`src/rtl/muldiv_pkg.sv`:
```
// muldiv_pkg: shared state encoding, funct codes and default width for the mult/div sequencer.
package muldiv_pkg;
    localparam int WIDTH_DEF = 32;
    localparam logic [5:0] FUNCT_MULT = 6'h18;
    localparam logic [5:0] FUNCT_DIV = 6'h1A;
    typedef enum logic [1:0] {IDLE, MULT, DIV, FINISH} state_t;
endpackage

```
`src/rtl/muldiv_seq_div_step.sv`:
```
// div_step: one combinational restoring-division iteration on unsigned magnitudes.
module div_step #(
    parameter int WIDTH = 32
) (
    input  logic [WIDTH-1:0] rem,
    input  logic             dividend_bit,
    input  logic [WIDTH:0]   divisor,
    output logic [WIDTH:0]   rem_next,
    output logic             q
);
    logic [WIDTH:0] shifted;
    logic [WIDTH+1:0] diff;
    assign shifted = {rem, dividend_bit};
    assign diff = {1'b0, shifted} - {1'b0, divisor};
    assign q = ~diff[WIDTH+1];
    assign rem_next = q ? diff[WIDTH:0] : shifted;
endmodule

```
`src/rtl/muldiv_seq.sv`:
```
// muldiv_seq: multi-cycle signed Booth multiply / restoring divide committing to HI/LO.
import muldiv_pkg::*;

module muldiv_seq #(
    parameter int WIDTH = WIDTH_DEF
) (
    input  logic             clk,
    input  logic             reset,
    input  logic             start_mult,
    input  logic             start_div,
    input  logic [WIDTH-1:0] a,
    input  logic [WIDTH-1:0] b,
    output logic             busy,
    output logic             done,
    output logic             div_zero,
    output logic [WIDTH-1:0] hi,
    output logic [WIDTH-1:0] lo
);
    localparam int CW = $clog2(WIDTH);

    state_t state, state_next;
    logic [2*WIDTH:0] acc, mult_next, div_next, acc_next;
    logic [WIDTH:0] opb, a_sum, rem_next;
    logic [WIDTH-1:0] a_abs, b_abs, div_lo, div_hi;
    logic [CW-1:0] cnt;
    logic bb, q_bit, q_neg, r_neg, last, go_mult, go_div, dz;

    assign busy = (state == MULT) || (state == DIV);
    assign last = cnt == CW'(WIDTH - 1);

    always_ff @(posedge clk) begin
        if (!reset) state <= IDLE;
        else state <= state_next;
    end

    always_comb begin
        state_next = state;
        go_mult = 1'b0;
        go_div = 1'b0;
        dz = 1'b0;
        case (state)
            IDLE: begin
                go_mult = start_mult;
                go_div = !start_mult && start_div && (b != '0);
                dz = !start_mult && start_div && (b == '0);
                state_next = go_mult ? MULT : go_div ? DIV : IDLE;
            end
            MULT, DIV: state_next = last ? FINISH : state;
            default: state_next = IDLE;
        endcase
    end

    // Booth pair {q0, q-1}: 10 subtracts the multiplicand, 01 adds it
    assign a_sum = (acc[0] && !bb) ? acc[2*WIDTH:WIDTH] - opb :
                   (!acc[0] && bb) ? acc[2*WIDTH:WIDTH] + opb : acc[2*WIDTH:WIDTH];
    assign mult_next = {a_sum[WIDTH], a_sum, acc[WIDTH-1:1]};

    div_step #(.WIDTH(WIDTH)) u_div_step (
        .rem(acc[2*WIDTH-1:WIDTH]),
        .dividend_bit(acc[WIDTH-1]),
        .divisor(opb),
        .rem_next(rem_next),
        .q(q_bit)
    );
    assign div_next = {rem_next, acc[WIDTH-2:0], q_bit};
    assign acc_next = (state == MULT) ? mult_next : div_next;

    assign a_abs = a[WIDTH-1] ? -a : a;
    assign b_abs = b[WIDTH-1] ? -b : b;
    assign div_lo = q_neg ? -div_next[WIDTH-1:0] : div_next[WIDTH-1:0];
    assign div_hi = r_neg ? -div_next[2*WIDTH-1:WIDTH] : div_next[2*WIDTH-1:WIDTH];

    always_ff @(posedge clk) begin
        if (!reset) begin
            acc <= '0;
            opb <= '0;
            bb <= 1'b0;
            cnt <= '0;
            q_neg <= 1'b0;
            r_neg <= 1'b0;
            hi <= '0;
            lo <= '0;
            done <= 1'b0;
            div_zero <= 1'b0;
        end else begin
            done <= dz || (busy && last);
            div_zero <= dz;
            if (go_mult) begin
                acc <= {{(WIDTH+1){1'b0}}, b};
                opb <= {a[WIDTH-1], a};
                bb <= 1'b0;
                cnt <= '0;
            end else if (go_div) begin
                acc <= {{(WIDTH+1){1'b0}}, a_abs};
                opb <= {1'b0, b_abs};
                q_neg <= a[WIDTH-1] ^ b[WIDTH-1];
                r_neg <= a[WIDTH-1];
                cnt <= '0;
            end else if (busy) begin
                acc <= acc_next;
                bb <= acc[0];
                cnt <= last ? '0 : cnt + CW'(1);
                // HI/LO change only here, so intermediate values never show
                if (last) {hi, lo} <= (state == MULT) ? mult_next[2*WIDTH-1:0] : {div_hi, div_lo};
            end
        end
    end
endmodule

```
`config.mk`:
```
export PLATFORM = sky130hd
export DESIGN_NAME = muldiv_seq
export DESIGN_NICKNAME = d
export VERILOG_FILES = /design/src/rtl/muldiv_pkg.sv /design/src/rtl/muldiv_seq_div_step.sv /design/src/rtl/muldiv_seq.sv
export SDC_FILE = /design/constraint.sdc
export NUM_CORES = 1
export LEC_CHECK = 0
export CAP_MARGIN = 20
export CORE_MARGIN = 2
export CORE_UTILIZATION = 55
export CTS_BUF_LIST = sky130_fd_sc_hd__clkbuf_16
export CTS_CLUSTER_SIZE = 12
export DETAILED_ROUTE_END_ITERATION = 7
export GPL_TIMING_DRIVEN = 0
export PLACE_DENSITY_LB_ADDON = 0.25
export SLEW_MARGIN = 40
export SYNTH_ARGS = -nofsm -noshare
export SYNTH_HDL_FRONTEND = slang
export SYNTH_SLANG_ARGS = --single-unit
```
`constraint.sdc`:
```
create_clock -name clk -period 9.85 [get_ports clk]
set_input_delay 1.97 -clock clk [delete_from_list [all_inputs] [get_ports clk]]
set_output_delay 1.97 -clock clk [all_outputs]
set_load 0.01 [all_outputs]
```
==> results of run 1 <==
-- tightest hold or removal path: stages (launching register included) --
cell and delay [ns]:
sky130_fd_sc_hd__dfxtp_1 0.31, sky130_fd_sc_hd__nand2_1 0.05, sky130_fd_sc_hd__a21oi_1 0.05
-- synth_stat cells, types with 17 or more instances --
master | n | area (um^2)
sky130_fd_sc_hd__o21ai_0 | 202 | 1010
sky130_fd_sc_hd__xor2_1 | 70 | 613
sky130_fd_sc_hd__a311oi_1 | 20 | 175
sky130_fd_sc_hd__clkbuf_1 | 121 | 454
sky130_fd_sc_hd__nor3_1 | 44 | 220
sky130_fd_sc_hd__nor2b_1 | 17 | 106
sky130_fd_sc_hd__nand3_1 | 48 | 240
sky130_fd_sc_hd__dfxtp_1 | 174 | 3480
sky130_fd_sc_hd__nand2b_1 | 29 | 181
sky130_fd_sc_hd__or4_1 | 18 | 135
sky130_fd_sc_hd__o31ai_1 | 45 | 338
sky130_fd_sc_hd__mux2i_1 | 36 | 360
sky130_fd_sc_hd__a21o_1 | 27 | 203
sky130_fd_sc_hd__a21oi_1 | 200 | 1000
sky130_fd_sc_hd__xnor2_1 | 117 | 1020
sky130_fd_sc_hd__or3_1 | 23 | 144
sky130_fd_sc_hd__inv_1 | 96 | 360
sky130_fd_sc_hd__a221oi_1 | 42 | 368
sky130_fd_sc_hd__nand2_1 | 235 | 882
sky130_fd_sc_hd__o211ai_1 | 72 | 541
sky130_fd_sc_hd__a211oi_1 | 36 | 270
sky130_fd_sc_hd__a31oi_1 | 24 | 150
sky130_fd_sc_hd__ha_1 | 106 | 1330
sky130_fd_sc_hd__buf_2 | 39 | 195
sky130_fd_sc_hd__nand4_1 | 21 | 131
sky130_fd_sc_hd__nor2_1 | 253 | 950
-- layer usage --
metal  track usage [%]  part of all wire [%]  vias to the layer above
li1                  -                     -                     9062
met1              61.8                    38                     9652
met2              66.1                    39                     1739
met3              15.8                    16                      388
met4              26.8                   7.3                        2
met5                 0                 0.014                        -
-- stage by stage --
stage | worst slack (ns) | instance area [um^2] | hold slack (ns) | std cells | total power [uW]
after CTS | 2.44 | 19600 | 0.456 | 2956 | 3470
after global placement | 2.51 | 19000 | 0.445 | 2923 | 2760
final | 1.90 | 19600 | 0.456 | 2956 | 3610
after global routing | 1.66 | 19600 | 0.478 | 2956 | 3730
after floorplan | 4.45 | 17200 | 0.449 | 2394 | 2170
after detailed placement | 2.47 | 19100 | 0.447 | 2924 | 2790
-- worst paths after layout --
kind	endpoint	start	slack, ns
max	hi[16]	opb[18]	1.90
min reg2reg	lo[6]	lo[6]	0.46
max reg2reg	hi[16]	opb[18]	1.90
min	lo[6]	lo[6]	0.46
-- cell families after synthesis --
group | count (synthesis) | synth area share, %
adders and majority gates | 109 | 8.06
and+or+nand+nor | 769 | 21.0
buffers and inverters | 275 | 6.44
muxes | 42 | 2.49
AOI/OAI and AO/OA | 838 | 32.3
DFF | 174 | 20.3
xor gates and xnor gates | 187 | 9.52
-- report_power, final --
part / switching, uW / total [uW] / internal (uW)
Clock: 340 / 697 / 357
Combinational: 1360 / 2050 / 695
Sequential: 103 / 857 / 754
Total: 1800 / 3610 / 1810
-- sequential cells by signal, indices dropped and copies added, names as in the netlist --
name	count
acc	65
opb	33
hi	32
lo	32
cnt	5
state	2
bb	1
div_zero	1
done	1
q_neg	1
r_neg	1
-- layout make-up --
class                   count  area, um^2
plain buffers             175         742
clock buffers              17         425
clock inverters            15         149
fillers                  2778       11000
inverters                 100         375
multi-input cells        1945       12600
flip-flops and latches    174        3480
well taps                 396         495
repair buffers            134        1340
==> out/metrics.sh, run 1 <==
TIGHTEST_SLEW_NS=0.966
POST_SYNTH_INST_COUNT=2394
TRITONCTS='yes'
FIRST_GLOBAL_VIAS=19300
FINALWIRELENGTH_UM=79600
HPWL_UM=62900
POWER.IR.VDD_WORST_mV=0.126
MAPPED_AVG_CELL_AREA_UM2=7.18
CTSLONGESTPATHBUFFERS=2
CP_NUM_CELLS=25
TOTAL_LEAKAGE_POWER_uW=0.00749
ANT_DIODES=0
FINAL.SETUP.TNS_NS=0
CTS.HTREE.LEVELS=4
FLOORPLAN.IO_PINS=135
TOP_DELAY_FAMILY_ON_CRIT_PATH='simple AND/OR/NAND/NOR gates'
SYNTH_AREA_MM2=0.0172
SYNTHTOLAYOUTAREAGROWTH_PCT=14.2
POSTSYNTH.TOPFLOPCELL='sky130_fd_sc_hd__dfxtp_1'
CRIT_PATH_END_KIND='flip-flop'
PINS_OVER_SLEW_LIMIT=0
DR_TOTAL_VIAS=20800
MIN_DELAY_PATH_DEPTH=2
CLK-INSERTION-DELAY-LATE_NS=0.46
CRITICAL_PATH.MAX_FANOUT=10
CTS_ROOT_BUF='sky130_fd_sc_hd__clkbuf_16'
R2R.WORST_PATH.CELLS=25
GLOBALROUTEOVERFLOWTOTAL=0
PATH_CLK_SLEW_NS=0.07
GRT_START_MAX_NET_PINS=18
CLK_SINKS=174
GRT.TOTAL_USAGE_PCT=46.8
UNREPAIRED_SETUP_ENDPOINTS_AFTER_GLOBAL_ROUTING='false'
FIN_CRIT_SH_PCT=80.7
SYNTHDISTINCTLIBCELLS=93
FINALCRITICALPERIOD_NS=7.95
CRITPATHARRIVALTIME_NS=8.26
NETS_IN_THE_SYNTHESIZED_NETLIST=2571
SETUP.WORST_PATH.CLASS='flip-flop to flip-flop'
TIMING.FINAL.SETUP_VIOLATIONS=0
POST-CTS-SETUP-BUFFERS=0
GRT_FIRST_PASS_WIRELENGTH_UM=117000
ASYNC_FLOP_SHARE_PCT=0
VIOLATIONS_IN_THE_FINAL_REPORTS='design-rule violations'
DIEHEIGHT_UM=181
POWER_DENSITY_mW_PER_MM2=184
CTS_HOLD_REPAIR.BUFFERS=0
PORT_BUFFERS=133
MIN-DELAY-PATH-CLASS='flip-flop to flip-flop'
YS_SEQ_ELEMENTS=174
SYNTH_ENABLE_FLOP_CELLS=0
INITIAL_ANTENNA_VIOLATION_COUNT=3
NUMCTSBUFFERS=17
MOSTFREQUENTLAYOUTCELLS='252 x sky130_fd_sc_hd__nor2_1, 235 x sky130_fd_sc_hd__nand2_1, 202 x sky130_fd_sc_hd__o21ai_0, 200 x sky130_fd_sc_hd__a21oi_1, 174 x sky130_fd_sc_hd__dfxtp_1'
YOSYSSEQAREASHARE_PCT=20.3
CAP_VIOLATIONS=0
FP.COREAREA_MM2=0.0307
LAYOUT-DRIVE-GT1-SHARE_PCT=5.59
STARTING_DENSITY_PCT=56.1
COUNT_OF_YOSYS_WARNINGS_DURING_SYNTHESIS=0
SLEW_HEADROOM_PCT=35.6
FINCLKSKEW_NS=0.0132
DIE-AREA_MM2=0.0327
MOSTFREQUENTLAYOUTCELL='sky130_fd_sc_hd__nor2_1'
CP_MAX_DELAY_CELL='sky130_fd_sc_hd__nor3_1'
CTS_REPAIR_RESIZE_COUNT=0
GP_CONGESTION=1.07
WORSTPATHREQUIRED_NS=10.16
TIMING.CRITICAL_PATH.SLOWEST_CELL_DELAY_NS=0.63
POSTLAYOUTCOREUTIL_PCT=64.0
REPORT.FINAL.HOLD_VIOL_COUNT=0
STATUS='finished, violations left'
ROUTE.DETAILED.DRC=1
DRT_FIRST_ITER_VIOLATIONS=3370
CRITICAL_PATH.MOST_COMMON_CELL='sky130_fd_sc_hd__o21ai_0'
DIE_X_UM=181
MAX_FREQ_GHz=0.126
DESIGN.FINAL.NETS=2724
CRITPATHLAUNCHTYPE='flip-flop'
ROUTE.ANTENNA.REMAINING_NETS=0
AVGROUTEDWIREPERCELL_UM=26.9
ROWS=64
DETAIL_ROUTE.VIAS_PER_CELL=7.05
DR.PASS1.ITERS=8
TOTAL_BUFFERS_AND_INVERTERS_TRAVERSED_BY_THE_CRITICAL_PATH=5
Note: power is estimated with default switching activity, not from simulation.
==> run 2: changes to the inputs <==
- clock period: 9.85 -> 7.91 ns (I/O delays scaled with it)
==> run 2 against run 1 <==
Net effect: the run now ends clean; critical path depth unchanged; non-clock buffer count unchanged; first-iteration DRC count about the same; sequential power up 25%; total power up 25%.
==> out/metrics.sh, run 2 (synthesized netlist as in run 1, its figures left out) <==
STATUS='finished, final reports clean'
CP_MAX_DELAY_CELL='sky130_fd_sc_hd__clkbuf_1'
PORT_BUFFERS=133  # unchanged
SYNTHTOLAYOUTAREAGROWTH_PCT=14.2  # about the same
SLEW_HEADROOM_PCT=35.7  # +0.045 points
NUMCTSBUFFERS=17  # unchanged
TOP_DELAY_FAMILY_ON_CRIT_PATH='simple AND/OR/NAND/NOR gates'
PINS_OVER_SLEW_LIMIT=0  # unchanged
ROUTE.ANTENNA.REMAINING_NETS=0  # unchanged
STARTING_DENSITY_PCT=56.1  # unchanged
GRT.BUSIEST_LAYER='met2'
TIGHTEST_SLEW_NS=0.965  # -0.000677 ns
ROWS=64  # unchanged
PATH_CLK_SLEW_NS=0.07  # about the same
HPWL_UM=62900  # unchanged
FIRST_GLOBAL_VIAS=19300  # unchanged
CTS_HOLD_REPAIR.BUFFERS=0  # unchanged
FINALCRITICALPERIOD_NS=7.66  # -0.289 ns
MAX_FREQ_GHz=0.131  # +3.8%
DIE_X_UM=181  # unchanged
FINAL.SETUP.TNS_NS=0  # unchanged
CRITPATHARRIVALTIME_NS=7.97  # -0.29 ns
DIE-AREA_MM2=0.0327  # unchanged
DR.PASS1.ITERS=8  # unchanged
GRT.TOTAL_USAGE_PCT=46.8  # unchanged
FLOORPLAN.IO_PINS=135  # unchanged
WORST_SETUP_TIMING_SLACK_AT_THE_PLACEMENT_STAGE_NS=0.529  # -1.94 ns
FINALWIRELENGTH_UM=79700  # about the same
TOTAL_LEAKAGE_POWER_uW=0.00749  # about the same
LAYOUT-DRIVE-GT1-SHARE_PCT=5.63  # +0.039 points
FILLERINSTANCES=2777  # -0.036%
DESIGN.FINAL.NETS=2724  # unchanged
ANT_DIODES=0  # unchanged
POWER.TOTAL_uW=4490  # +25%
TIMING.FINAL.WS_SETUP_NS=0.248  # -1.65 ns
GLOBAL_ROUTE.USAGE.MET3_PCT=15.8  # unchanged
SW_FRAC_OF_TOTAL_PCT=50.0  # about the same
SETUP.REG_TO_REG.WORST_SLACK_NS=0.25  # -1.65 ns
INTERNAL_POWER_uW=2250  # +25%
LAYOUT_TOP_REGISTERS='acc (65), opb (33)'
ROUTE.DETAILED.DRC=0  # -1
DETAIL_ROUTE.VIAS_PER_CELL=7.06  # about the same
CRIT_PATH_END_KIND='flip-flop'
AVGROUTEDWIREPERCELL_UM=26.9  # about the same
GLOBALROUTEOVERFLOWTOTAL=0  # unchanged
LARGEST_REGISTER='acc'
GR-USAGE-MET1_PCT=61.8  # unchanged
REPORT.FINAL.HOLD_VIOL_COUNT=0  # unchanged
CLK-INSERTION-DELAY-LATE_NS=0.46  # about the same
CLK_SINKS=174  # unchanged
MIN-DELAY-PATH-CLASS='flip-flop to flip-flop'
WORSTPATHREQUIRED_NS=8.22  # -1.94 ns
FINCLKSKEW_NS=0.0136  # +0.000373 ns
POWER_DENSITY_mW_PER_MM2=229  # +25%
SETUP.WORST_PATH.CLASS='flip-flop to flip-flop'
POSTLAYOUTCOREUTIL_PCT=64.0  # about the same
CRITPATHLAUNCHTYPE='flip-flop'
GP_CONGESTION=1.07  # unchanged
GRT_FIRST_PASS_WIRELENGTH_UM=117000  # unchanged
POWER.SWITCHING_uW=2240  # +25%
GRT_START_MAX_NET_PINS=18  # unchanged
MOSTFREQUENTLAYOUTCELL='sky130_fd_sc_hd__nor2_1'
TIMING.CRITICAL_PATH.SLOWEST_CELL_DELAY_NS=0.59  # -0.04 ns
PWR-SHARE-CLK_PCT=19.3  # about the same
CTS_ROOT_BUF='sky130_fd_sc_hd__clkbuf_16'
INITIAL_ANTENNA_VIOLATION_COUNT=3  # unchanged
DIEHEIGHT_UM=181  # unchanged
CAP_VIOLATIONS=0  # unchanged
FP.COREAREA_MM2=0.0307  # unchanged
SHARE_SEQ_OF_TOTAL_POWER_PCT=23.8  # about the same
UNREPAIRED_SETUP_ENDPOINTS_AFTER_GLOBAL_ROUTING='false'
TRITONCTS='yes'
FIN_CRIT_SH_PCT=96.9  # +16 points
DR_TOTAL_VIAS=20900  # +0.058%
TIMING.FINAL.SETUP_VIOLATIONS=0  # unchanged
CTSLONGESTPATHBUFFERS=2  # unchanged
POWER.SHARE.COMBINATIONAL_PCT=56.9  # about the same
DRT_FIRST_ITER_VIOLATIONS=3371  # +0.030%
CRITICAL_PATH.MAX_FANOUT=10  # unchanged
TOTAL_BUFFERS_AND_INVERTERS_TRAVERSED_BY_THE_CRITICAL_PATH=5  # unchanged
MOSTFREQUENTLAYOUTCELLS='252 x sky130_fd_sc_hd__nor2_1, 235 x sky130_fd_sc_hd__nand2_1, 202 x sky130_fd_sc_hd__o21ai_0, 200 x sky130_fd_sc_hd__a21oi_1, 174 x sky130_fd_sc_hd__dfxtp_1'
CRITICAL_PATH.MOST_COMMON_CELL='sky130_fd_sc_hd__o21ai_0'
POWER.IR.VDD_WORST_mV=0.156  # +24%
LARGEST_REGISTER_FFS=65  # unchanged
GROUTE.LAYER.MET2.USAGE_PCT=66.1  # unchanged
CTS.HTREE.LEVELS=4  # unchanged
-- run 2: metal layers --
layer / share of wire [%] / up-vias
met5: 0.014 / -
met4: 7.2 / 2
met3: 16 / 380
met2: 39 / 1763
met1: 38 / 9651
li1: - / 9059
-- run 2: area by class of cell --
cell class              count  area, um^2  share of cell area (%)
clock buffers              17         425                    2.17
repair buffers            134        1340                    6.82
multi-input cells        1945       12600                    64.3
well taps                 396         495                    2.52
flip-flops and latches    174        3480                    17.7
inverters                 100         375                    1.91
plain buffers             175         742                    3.78
clock inverters            15         149                   0.758
-- run 2: worst reg2reg max path, cell delays in order (launching register included) --
cell and delay, ns:
sky130_fd_sc_hd__dfxtp_1 0.45, sky130_fd_sc_hd__inv_1 0.13, sky130_fd_sc_hd__ha_1 0.29, sky130_fd_sc_hd__buf_2 0.20
sky130_fd_sc_hd__and4_1 0.30, sky130_fd_sc_hd__nand4_1 0.24, sky130_fd_sc_hd__nor3_2 0.42, sky130_fd_sc_hd__o211ai_2 0.41
sky130_fd_sc_hd__nand2_2 0.28, sky130_fd_sc_hd__buf_2 0.41, sky130_fd_sc_hd__buf_2 0.35, sky130_fd_sc_hd__clkbuf_1 0.59
sky130_fd_sc_hd__nand2_1 0.11, sky130_fd_sc_hd__o21ai_0 0.19, sky130_fd_sc_hd__ha_1 0.27, sky130_fd_sc_hd__or3b_2 0.50
sky130_fd_sc_hd__or2_2 0.31, sky130_fd_sc_hd__or3_1 0.33, sky130_fd_sc_hd__nor3_1 0.15, sky130_fd_sc_hd__nand3_1 0.14
sky130_fd_sc_hd__o41ai_4 0.13, sky130_fd_sc_hd__nand3_2 0.27, sky130_fd_sc_hd__o21ai_0 0.28, sky130_fd_sc_hd__xor2_1 0.09
sky130_fd_sc_hd__o21ai_0 0.54, sky130_fd_sc_hd__o21ai_0 0.14
-- run 2: final timing paths --
| path | start | to | depth (start not counted) |
|---|---|---|---|
| worst min-delay path | lo[6] | lo[6] | 2 |
| worst max-delay path | opb[18] | hi[16] | 25 |
| worst min register to register | lo[6] | lo[6] | 2 |
| worst max register to register | opb[18] | hi[16] | 25 |
-- run 2: what timing repair did --
item | CTS | global route
setup endpoints to repair | 0 | 4
gates resized for setup | 0 | 1
buffers inserted | 0 | 0
-- run 2: per-stage QoR --
stage | instance area, um^2 | instances | hold slack (ns)
finish | 19600 | 2956 | 0.456
global route | 19600 | 2956 | 0.478
CTS | 19600 | 2956 | 0.456
detailed placement | 19100 | 2924 | 0.447
global placement | 19000 | 2923 | 0.445
floorplan | 17200 | 2394 | 0.449
-- run 2: power by group through the flow --
stage	Combinational (uW)	Clock, uW	Sequential, uW
after floorplan	1700	0	1010
after global placement	2360	0	1070
after detailed placement	2400	0	1070
after CTS	2420	845	1050
after global routing	2700	888	1060
final	2560	869	1070
